**src/rtl/status_pkg.sv**
```systemverilog
// Shared definitions for the status register and its save/restore stack.
package status_pkg;

   // Flag bit positions within the status word
   localparam int unsigned STAT_Z = 0;
   localparam int unsigned STAT_C = 1;
   localparam int unsigned STAT_N = 2;
   localparam int unsigned STAT_V = 3;

   // Write source select encoding
   localparam logic SEL_ALU = 1'b1;
   localparam logic SEL_DEC = 1'b0;

   localparam int unsigned DEFAULT_NUM_STATUS_BITS = 4;

   // Resolved stack operation for one cycle
   typedef enum logic [1:0] {
      OP_NONE = 2'd0,
      OP_PUSH = 2'd1,
      OP_POP  = 2'd2,
      OP_SWAP = 2'd3
   } lifo_op_e;

endpackage

```
**src/rtl/status_lifo.sv**
```systemverilog
// LIFO of saved status words: storage, level counter, full/empty decode, swap path.
module status_lifo
   import status_pkg::*;
#(
   parameter int unsigned WIDTH = DEFAULT_NUM_STATUS_BITS,
   parameter int unsigned DEPTH = 4,
   parameter int unsigned LVL_W = $clog2(DEPTH + 1)
) (
   input  logic             clk,
   input  logic             res_n,
   input  lifo_op_e         op,
   input  logic [WIDTH-1:0] din,
   output logic [WIDTH-1:0] top,
   output logic [LVL_W-1:0] level,
   output logic             empty,
   output logic             full
);

   localparam int unsigned IDX_W = (DEPTH > 1) ? $clog2(DEPTH) : 1;

   logic [WIDTH-1:0] mem [DEPTH];
   logic [IDX_W-1:0] wr_idx;
   logic [IDX_W-1:0] top_idx;

   assign wr_idx  = IDX_W'(level);
   assign top_idx = IDX_W'(level - LVL_W'(1));
   assign empty   = (level == '0);
   assign full    = (level == LVL_W'(DEPTH));
   assign top     = empty ? '0 : mem[top_idx];

   // Storage and level update; the op is already qualified against full/empty
   always_ff @(posedge clk) begin
      if (!res_n) begin
         level <= '0;
         for (int unsigned i = 0; i < DEPTH; i++) begin
            mem[i] <= '0;
         end
      end else begin
         case (op)
            OP_PUSH: begin
               mem[wr_idx] <= din;
               level       <= level + LVL_W'(1);
            end
            OP_POP:  level <= level - LVL_W'(1);
            OP_SWAP: mem[top_idx] <= din;
            default: ;
         endcase
      end
   end

endmodule

```
**src/rtl/status_reg_stack.sv**
```systemverilog
// Status register with masked write, save/restore stack and sticky stack errors.
module status_reg_stack
   import status_pkg::*;
#(
   parameter int unsigned NUM_STATUS_BITS = DEFAULT_NUM_STATUS_BITS,
   parameter int unsigned STACK_DEPTH     = 4,
   parameter int unsigned LVL_W           = $clog2(STACK_DEPTH + 1)
) (
   input  logic                       clk,
   input  logic                       res_n,
   input  logic                       wr_en,
   input  logic                       sel_stat_in_alu_decoder,
   input  logic [NUM_STATUS_BITS-1:0] alu_status,
   input  logic [NUM_STATUS_BITS-1:0] dec_status,
   input  logic [NUM_STATUS_BITS-1:0] wr_mask,
   input  logic                       push,
   input  logic                       pop,
   input  logic                       err_clr,
   output logic [NUM_STATUS_BITS-1:0] status,
   output logic [LVL_W-1:0]           stack_level,
   output logic                       stack_empty,
   output logic                       stack_full,
   output logic                       ovf_err,
   output logic                       unf_err
);

   logic [NUM_STATUS_BITS-1:0] src;
   logic [NUM_STATUS_BITS-1:0] masked_wr;
   logic [NUM_STATUS_BITS-1:0] top;
   logic                       pop_ok;
   logic                       ovf_set;
   logic                       unf_set;
   lifo_op_e                   lifo_op;

   assign src       = (sel_stat_in_alu_decoder == SEL_ALU) ? alu_status : dec_status;
   assign masked_wr = (src & wr_mask) | (status & ~wr_mask);
   assign pop_ok    = pop && !stack_empty;
   // A push while full that coincides with a valid pop is a swap, not an overflow
   assign ovf_set   = push && stack_full && !pop_ok;
   assign unf_set   = pop && stack_empty;

   // Resolve push/pop into a single stack operation
   always_comb begin
      lifo_op = OP_NONE;
      if (push && pop_ok)
         lifo_op = OP_SWAP;
      else if (push && !stack_full)
         lifo_op = OP_PUSH;
      else if (pop_ok)
         lifo_op = OP_POP;
   end

   status_lifo #(
      .WIDTH (NUM_STATUS_BITS),
      .DEPTH (STACK_DEPTH),
      .LVL_W (LVL_W)
   ) u_lifo (
      .clk   (clk),
      .res_n (res_n),
      .op    (lifo_op),
      .din   (status),
      .top   (top),
      .level (stack_level),
      .empty (stack_empty),
      .full  (stack_full)
   );

   // Status register: a valid pop (or swap) restores and drops any write
   always_ff @(posedge clk) begin
      if (!res_n)
         status <= '0;
      else if (pop_ok)
         status <= top;
      else if (wr_en)
         status <= masked_wr;
   end

   // Sticky error flags; a new error in the clearing cycle wins
   always_ff @(posedge clk) begin
      if (!res_n) begin
         ovf_err <= 1'b0;
         unf_err <= 1'b0;
      end else begin
         ovf_err <= (ovf_err && !err_clr) || ovf_set;
         unf_err <= (unf_err && !err_clr) || unf_set;
      end
   end

endmodule

```
**config.mk**
```make
export PLATFORM = sky130hd
export DESIGN_NAME = status_reg_stack
export DESIGN_NICKNAME = d
export VERILOG_FILES = /design/src/rtl/status_pkg.sv /design/src/rtl/status_lifo.sv /design/src/rtl/status_reg_stack.sv
export SDC_FILE = /design/constraint.sdc
export NUM_CORES = 1
export LEC_CHECK = 0
export ABC_AREA = 1
export BUFFER_PORTS_ARGS = -buffer_cell sky130_fd_sc_hd__buf_2
export CORE_ASPECT_RATIO = 2
export CORE_MARGIN = 8
export CORE_UTILIZATION = 30
export CTS_BUF_LIST = sky130_fd_sc_hd__clkbuf_16
export DETAILED_ROUTE_END_ITERATION = 16
export GPL_TIMING_DRIVEN = 0
export SLEW_MARGIN = 10
export SYNTH_ARGS = -nofsm -noshare
export SYNTH_HDL_FRONTEND = slang
export SYNTH_HIERARCHICAL = 1
export SYNTH_SLANG_ARGS = --single-unit
```
**constraint.sdc**
```tcl
create_clock -name clk -period 3 [get_ports clk]
set_input_delay 0.75 -clock clk [delete_from_list [all_inputs] [get_ports clk]]
set_output_delay 0.75 -clock clk [all_outputs]
set_load 0.005 [all_outputs]
```
==> flow_metrics.py, run 1 <==
metrics = {
    "status": {
        "outcome": "completed",
    },
    "sta": {
        "setup_violations": 0,
        "postLayoutSetupSlackWorst_ps": 266,
        "hold_violations": 0,
        "fin_crit_ps": 2730,
        "rsz0062_at_grt": "false",
        "relSlewSlack_pct": 75.1,
        "finalCritPeriodShare_pct": 91.1,
        "fmax_mhz": 366,
        "report.final.slew_viol_count": 0,
        "skew_ps": 3.44,
        "tightestPinTransition_ps": 372,
    },
    "logic_synthesis": {
        "syn_area_um2": 1560,
        "yosys_warnings": 6,
        "syn_area_per_cell_um2": 6.95,
        "synthesis.nets": 250,
        "synth_area_leader_cell": "edfxtp_1",
        "synthCells": 225,
        "synthDominantCellAreaShare_pct": 30.7,
        "ys_top_cells_by_area": "edfxtp_1 (31%), nand2_1 (17%), dfxtp_1 (12%)",
        "synth_seq_cells": 25,
        "synth.yosys.seq_area_share_pct": 42.3,
        "synth.distinct_cells": 21,
    },
    "global_route": {
        "grt_pass1_wl_um": 6150,
        "track_usage_pct": 9.81,
        "overflow": 0,
        "antenna_found_initial": 0,
        "grt_max_degree": 16,
        "grt_pass1_vias": 1418,
    },
    "clock_network": {
        "cts_setup_buffers": 0,
        "tritoncts": "done",
        "clock_path_buffers": 2,
        "ctsResizeCount": 4,
        "cts_num_sinks": 25,
        "ctsHoldBuffers": 0,
        "numCtsBuffers": 3,
        "h-tree-depth": 1,
        "clk_pin_slew_worst_paths_ps": 70,
        "cts-root-buf": "clkbuf_16",
        "clock_latency_ps": 260,
    },
    "power_and_ir_drop": {
        "power.static_leakage_nw": 1.02,
        "clkPwrFrac_pct": 20.5,
        "p_per_area_nw_per_um2": 783,
        "p_switching_uw": 602,
        "ir_worst_vdd_mv": 0.360,
        "p_int_uw": 864,
        "p_comb_share_pct": 45.3,
        "seq_power_share_pct": 34.2,
        "swShare_pct": 41.1,
    },
    "drt": {
        "drt-initial-drc-count": 33,
        "wl_met2_um": 2080,
        "drtAntennaViolNets": 0,
        "maxUsedRoutingLayer": "met4",
        "drt_pass1_iterations": 4,
        "route.detailed.drc": 0,
        "wire_per_inst_um": 11.5,
        "drt-total-wl_um": 3620,
        "drt-met1-wl_um": 1410,
        "met3WireLength_um": 60,
        "vias_per_cell": 4.32,
        "vias": 1365,
    },
    "die": {
        "ioPinCount": 30,
        "die_y_um": 118,
        "fp.dieW_um": 67.0,
        "std_cell_rows": 37,
        "initial_core_util_pct": 30.7,
        "dieArea_um2": 7910,
        "core-area_um2": 5090,
    },
    "setup_path": {
        "path_cells": "inv_4 -> ha_1 -> inv_1 -> nor2_2 -> inv_1 -> nand2_2 -> buf_6 -> a21boi_1 -> ha_2 -> nor2_1 -> nor2_1 -> nor2_2 -> nand2_2 -> nand2_1",
        "worst_ep_arrival_time_ps": 2680,
        "setup.worst_path.end": "u_lifo/mem[2][3]",
        "startpoint_type": "register",
        "crit_path_top_delay_cell": "dfxtp_1",
        "end_kind": "register",
        "crit_type": "reg2reg",
        "cp.required_ps": 2950,
        "cp_max_fo": 10,
        "r2r_start": "u_lifo/level[0]",
        "slowest_delay_ps": 380,
        "rr_endpoint": "u_lifo/mem[2][3]",
        "setup.worst_path.start": "u_lifo/level[0]",
        "ff2ff_path_depth": 14,
        "rrSetupSlack_ps": 270,
    },
    "cells_and_area": {
        "layout_commonest_cell": "nand2_1",
        "area_growth_pct": 19.9,
        "most-common-layout-cells": "nand2_1 (72), inv_1 (45), buf_2 (31)",
        "antennaDiodeCount": 0,
        "instances_no_fill": 316,
        "drive_gt1_share_pct": 20.5,
        "nets": 284,
    },
    "place": {
        "routabilityCongestion": 0.806,
        "port_buffers": 29,
        "dp_hpwl_um": 3020,
        "dpl_worst_slack_ps": -231,
        "placed_cells": 312,
    },
    "min_path": {
        "hold_path_class": "reg2reg",
        "whs_path_depth": 2,
    },
    "job": {
        "maxCapViolCount": 0,
    },
}
power groups by stage:
stage	clock network [mW]	registers (mW)	logic, mW
3_5_place_dp	0	0.509	0.661
2_1_floorplan	0	0.500	0.467
3_3_place_gp	0	0.507	0.657
5_1_grt	0.317	0.514	0.761
6_report	0.300	0.502	0.664
4_1_cts	0.312	0.502	0.672
through the flow:
step	area, um2	hold slack (ps)	util, %	setup TNS [ps]	power [mW]
2_1_floorplan	1560	455	-	0	0.967
3_3_place_gp	1780	448	35.0	-3000	1.16
4_1_cts	1870	464	36.7	0	1.49
6_report	1870	460	36.8	0	1.47
3_5_place_dp	1780	454	35.0	-3630	1.17
5_1_grt	1870	507	36.8	0	1.59
how the worst min path moves through the flow:
stage	startpoint	to
3_5_place_dp	unf_err	unf_err
4_1_cts	unf_err	unf_err
2_1_floorplan	unf_err	unf_err
6_report	unf_err	unf_err
5_1_grt	ovf_err	ovf_err
3_3_place_gp	unf_err	unf_err
cells by family (layout without fill, tap and decap cells):
logic type / Yosys count / after routing / share of synthesized area, %
flops: 25 / 25 / 42.3
simple gates: 127 / 127 / 33.9
fa+ha+maj: 6 / 6 / 4.80
compound gates: 13 / 13 / 4.56
xor+xnor: 1 / 1 / 0.561
buf+inv: 53 / 86 / 13.9
critical path: cells and delay by family (launching register included):
family                     cells  cell delay, ps
AOI/OAI and AO/OA              1             110
adders and majority gates      2             430
DFF                            1             380
and+or+nand+nor                7            1080
buffers and inverters          4             430
cell type report:
type                            count  area (um2)
Inverter                           49         186
Clock inverter                      1        7.51
Fill cell                         580        3220
Timing Repair Buffer               29         145
Sequential cell                    25         661
Clock buffer                        3        75.1
Multi-Input combinational cell    147         693
Buffer                              4        32.5
Tap cell                           58        72.6
routing by layer:
layer	up-vias	GRT usage [%]
li1	743	-
met2	26	19.5
met3	4	0.858
met5	-	0
met1	592	8.90
met4	0	4.87
synth_stat cells (all sizes together):
| cell | instances |
|---|---|
| a21boi | 1 |
| a21oi | 8 |
| buf | 4 |
| clkinv | 2 |
| dfxtp | 9 |
| edfxtp | 16 |
| ha | 6 |
| inv | 47 |
| nand2 | 79 |
| nand3 | 14 |
| nor2 | 33 |
| nor3 | 1 |
| o21ai | 4 |
| xor2 | 1 |
Power figures use the tool's default switching activity.
==> run 2: changes to the inputs <==
- ABC_AREA: 1 -> not set
==> run 2 against run 1 <==
Register-to-register slack worse by 140 ps. Critical endpoint is now u_lifo/mem[0][1]. Total power decreased by 2.1%. Cell area down 8.0%. Wire length fell by 17%. Largest cell class unchanged. Global-route usage down 1.0 points. Sequential power about the same. Sequential share of layout area rose by 3.1 points. Clock power grew 1%.
==> flow_metrics.py, run 2 <==
metrics = {
    "die": {
        "ioPinCount": 30,
        "std_cell_rows": 35,
        "initial_core_util_pct": 30.3,
        "fp.dieW_um": 63.7,
        "die_y_um": 111,
        "dieArea_um2": 7100,
        "core-area_um2": 4510,
    },
    "clock_network": {
        "cts-root-buf": "clkbuf_16",
        "clk_pin_slew_worst_paths_ps": 60,
        "cts_setup_buffers": 0,
        "cts_num_sinks": 25,
        "clock_path_buffers": 2,
        "numCtsBuffers": 3,
        "h-tree-depth": 1,
        "clock_latency_ps": 260,
        "tritoncts": "done",
    },
    "setup_path": {
        "rr_endpoint": "u_lifo/mem[0][1]",
        "cpMostUsedCell": "inv_1",
        "crit_buf_inv": 5,
        "rrSetupSlack_ps": 120,
        "ff2ff_path_depth": 12,
        "setup.worst_path.end": "u_lifo/mem[0][1]",
        "worst-path-stages": 12,
        "r2r_start": "u_lifo/level[0]",
        "path_cells": "buf_6 -> inv_1 -> ha_1 -> nor2b_4 -> nand2b_1 -> buf_4 -> inv_1 -> inv_1 -> ha_1 -> nor4b_2 -> a31oi_2 -> nand2_1",
        "worst_ep_arrival_time_ps": 2850,
        "cp.required_ps": 2970,
        "crit_path_top_delay_cell": "dfxtp_2",
        "cp_max_fo": 10,
        "crit_family": "simple AND/OR/NAND/NOR gates",
        "setup.worst_path.start": "u_lifo/level[0]",
        "crit_type": "reg2reg",
        "end_kind": "register",
        "startpoint_type": "register",
        "slowest_delay_ps": 410,
    },
    "power_and_ir_drop": {
        "ir_worst_vdd_mv": 0.441,
        "p_per_area_nw_per_um2": 833,
        "power.static_leakage_nw": 0.716,
        "total_power_mw": 1.44,
    },
    "global_route": {
        "antenna_found_initial": 0,
        "grt_pass1_vias": 1045,
        "track_usage_pct": 8.79,
        "grt_max_degree": 16,
        "grt_pass1_wl_um": 5010,
        "overflow": 0,
    },
    "sta": {
        "postLayoutSetupSlackWorst_ps": 121,
        "finalSetupTns_ps": 0,
        "hold_violations": 0,
        "fin_crit_ps": 2880,
        "skew_ps": 2.48,
        "holdWs_ps": 512,
        "tightestPinTransition_ps": 526,
        "report.final.slew_viol_count": 0,
        "finalCritPeriodShare_pct": 96.0,
        "fmax_mhz": 347,
        "setup_violations": 0,
        "relSlewSlack_pct": 65.0,
    },
    "logic_synthesis": {
        "synthesis.nets": 148,
        "synthCells": 123,
        "synth.distinct_cells": 35,
        "synth_area_leader_cell": "edfxtp_1",
        "yosys_warnings": 6,
        "syn_area_um2": 1370,
        "synthArstFlopShare_pct": 0,
        "ys_top_cells_by_area": "edfxtp_1 (35%), dfxtp_1 (13%), ha_1 (5.5%)",
        "synthDominantCellAreaShare_pct": 35.2,
        "synth.top_cells.by_count": "nor2_1 (17), edfxtp_1 (16), nand2_1 (14), dfxtp_1 (9)",
        "ys.flop_type": "edfxtp_1",
        "synth_edf_count": 16,
        "synth.yosys.seq_area_share_pct": 48.4,
        "syn_area_per_cell_um2": 11.1,
        "synth_seq_cells": 25,
        "synth_most_common_cell": "nor2_1",
    },
    "cells_and_area": {
        "nets": 181,
        "layout_commonest_cell": "buf_2",
        "area_growth_pct": 26.1,
        "antennaDiodeCount": 0,
        "drive_gt1_share_pct": 32.3,
        "final.fill_count": 453,
        "post-route-util_pct": 38.2,
        "most-common-layout-cells": "buf_2 (29), nor2_1 (17), edfxtp_1 (16)",
    },
    "drt": {
        "wire_per_inst_um": 14.3,
        "route.detailed.drc": 0,
        "drtAntennaViolNets": 0,
        "vias_per_cell": 4.85,
        "drt-total-wl_um": 3000,
        "vias": 1018,
        "drt_pass1_iterations": 4,
        "drt-initial-drc-count": 40,
    },
    "job": {
        "maxCapViolCount": 0,
    },
    "place": {
        "port_buffers": 28,
        "dpl_worst_slack_ps": -328,
        "routabilityCongestion": 0.791,
        "dp_hpwl_um": 2240,
    },
    "status": {
        "outcome": "completed",
    },
    "min_path": {
        "hold_path_class": "reg2reg",
    },
}
==> run 2: logic make-up (layout without fill, tap and decap cells) <==
kind of cell,after synthesis,after routing,share of synthesized area (%)
AND/OR/NAND/NOR,52,52,19.9
flip-flops,25,25,48.4
AO/OA/AOI/OAI,18,18,9.71
buffers and inverters,11,43,4.49
multiplexers,9,9,10.8
adder cells (fa/ha/maj),6,6,5.49
XOR/XNOR,2,2,1.28
==> run 2: worst min path at each step <==
stage	startpoint	endpoint	depth (start not counted)
after floorplan	ovf_err	ovf_err	2
after global placement	ovf_err	ovf_err	2
after detailed placement	ovf_err	ovf_err	2
after CTS	ovf_err	ovf_err	2
after global routing	u_lifo/level[2]	u_lifo/level[2]	2
final	ovf_err	ovf_err	2
==> run 2: power breakdown <==
part	switching (mW)	internal, mW
Combinational	0.330	0.296
Sequential	0.0512	0.454
Clock	0.123	0.181
Total	0.505	0.931
==> run 2: cell type report <==
class	instances	area (um2)	area share (%)
inverters	6	22.5	1.31
well taps	55	68.8	3.99
multi-input cells	87	708	41.1
clock buffers	3	75.1	4.36
clock inverters	1	7.51	0.436
repair buffers	28	140	8.13
plain buffers	5	38.8	2.25
flip-flops and latches	25	662	38.4
==> run 2: through the flow <==
| step | instances | cell area, um2 |
|---|---|---|
| 2_1_floorplan | 123 | 1370 |
| 3_3_place_gp | 206 | 1580 |
| 3_5_place_dp | 206 | 1580 |
| 4_1_cts | 210 | 1670 |
| 5_1_grt | 210 | 1720 |
| 6_report | 210 | 1720 |
==> run 2: tightest hold or removal path, delay by kind of cell (launching register included) <==
kind	cells	cell delay, ps
flops	1	320
simple gates	1	100
compound gates	1	60
==> run 2: metal layers <==
layer  wire [um]  GRT usage [%]  part of all wire (%)  vias up
li1            -              -                     -      507
met1        1290           10.0                    43      469
met2        1380           13.8                    46       38
met3         278           3.32                   9.3        4
met4          55           4.50                   1.8        0
met5           0              0                     0        -
==> run 2: repair_timing <==
| item | in CTS | in global routing |
|---|---|---|
| gates cloned | 0 | 0 |
| resized for setup | 5 | 7 |
| setup endpoints to repair | 24 | 13 |
| hold buffers | 0 | 0 |
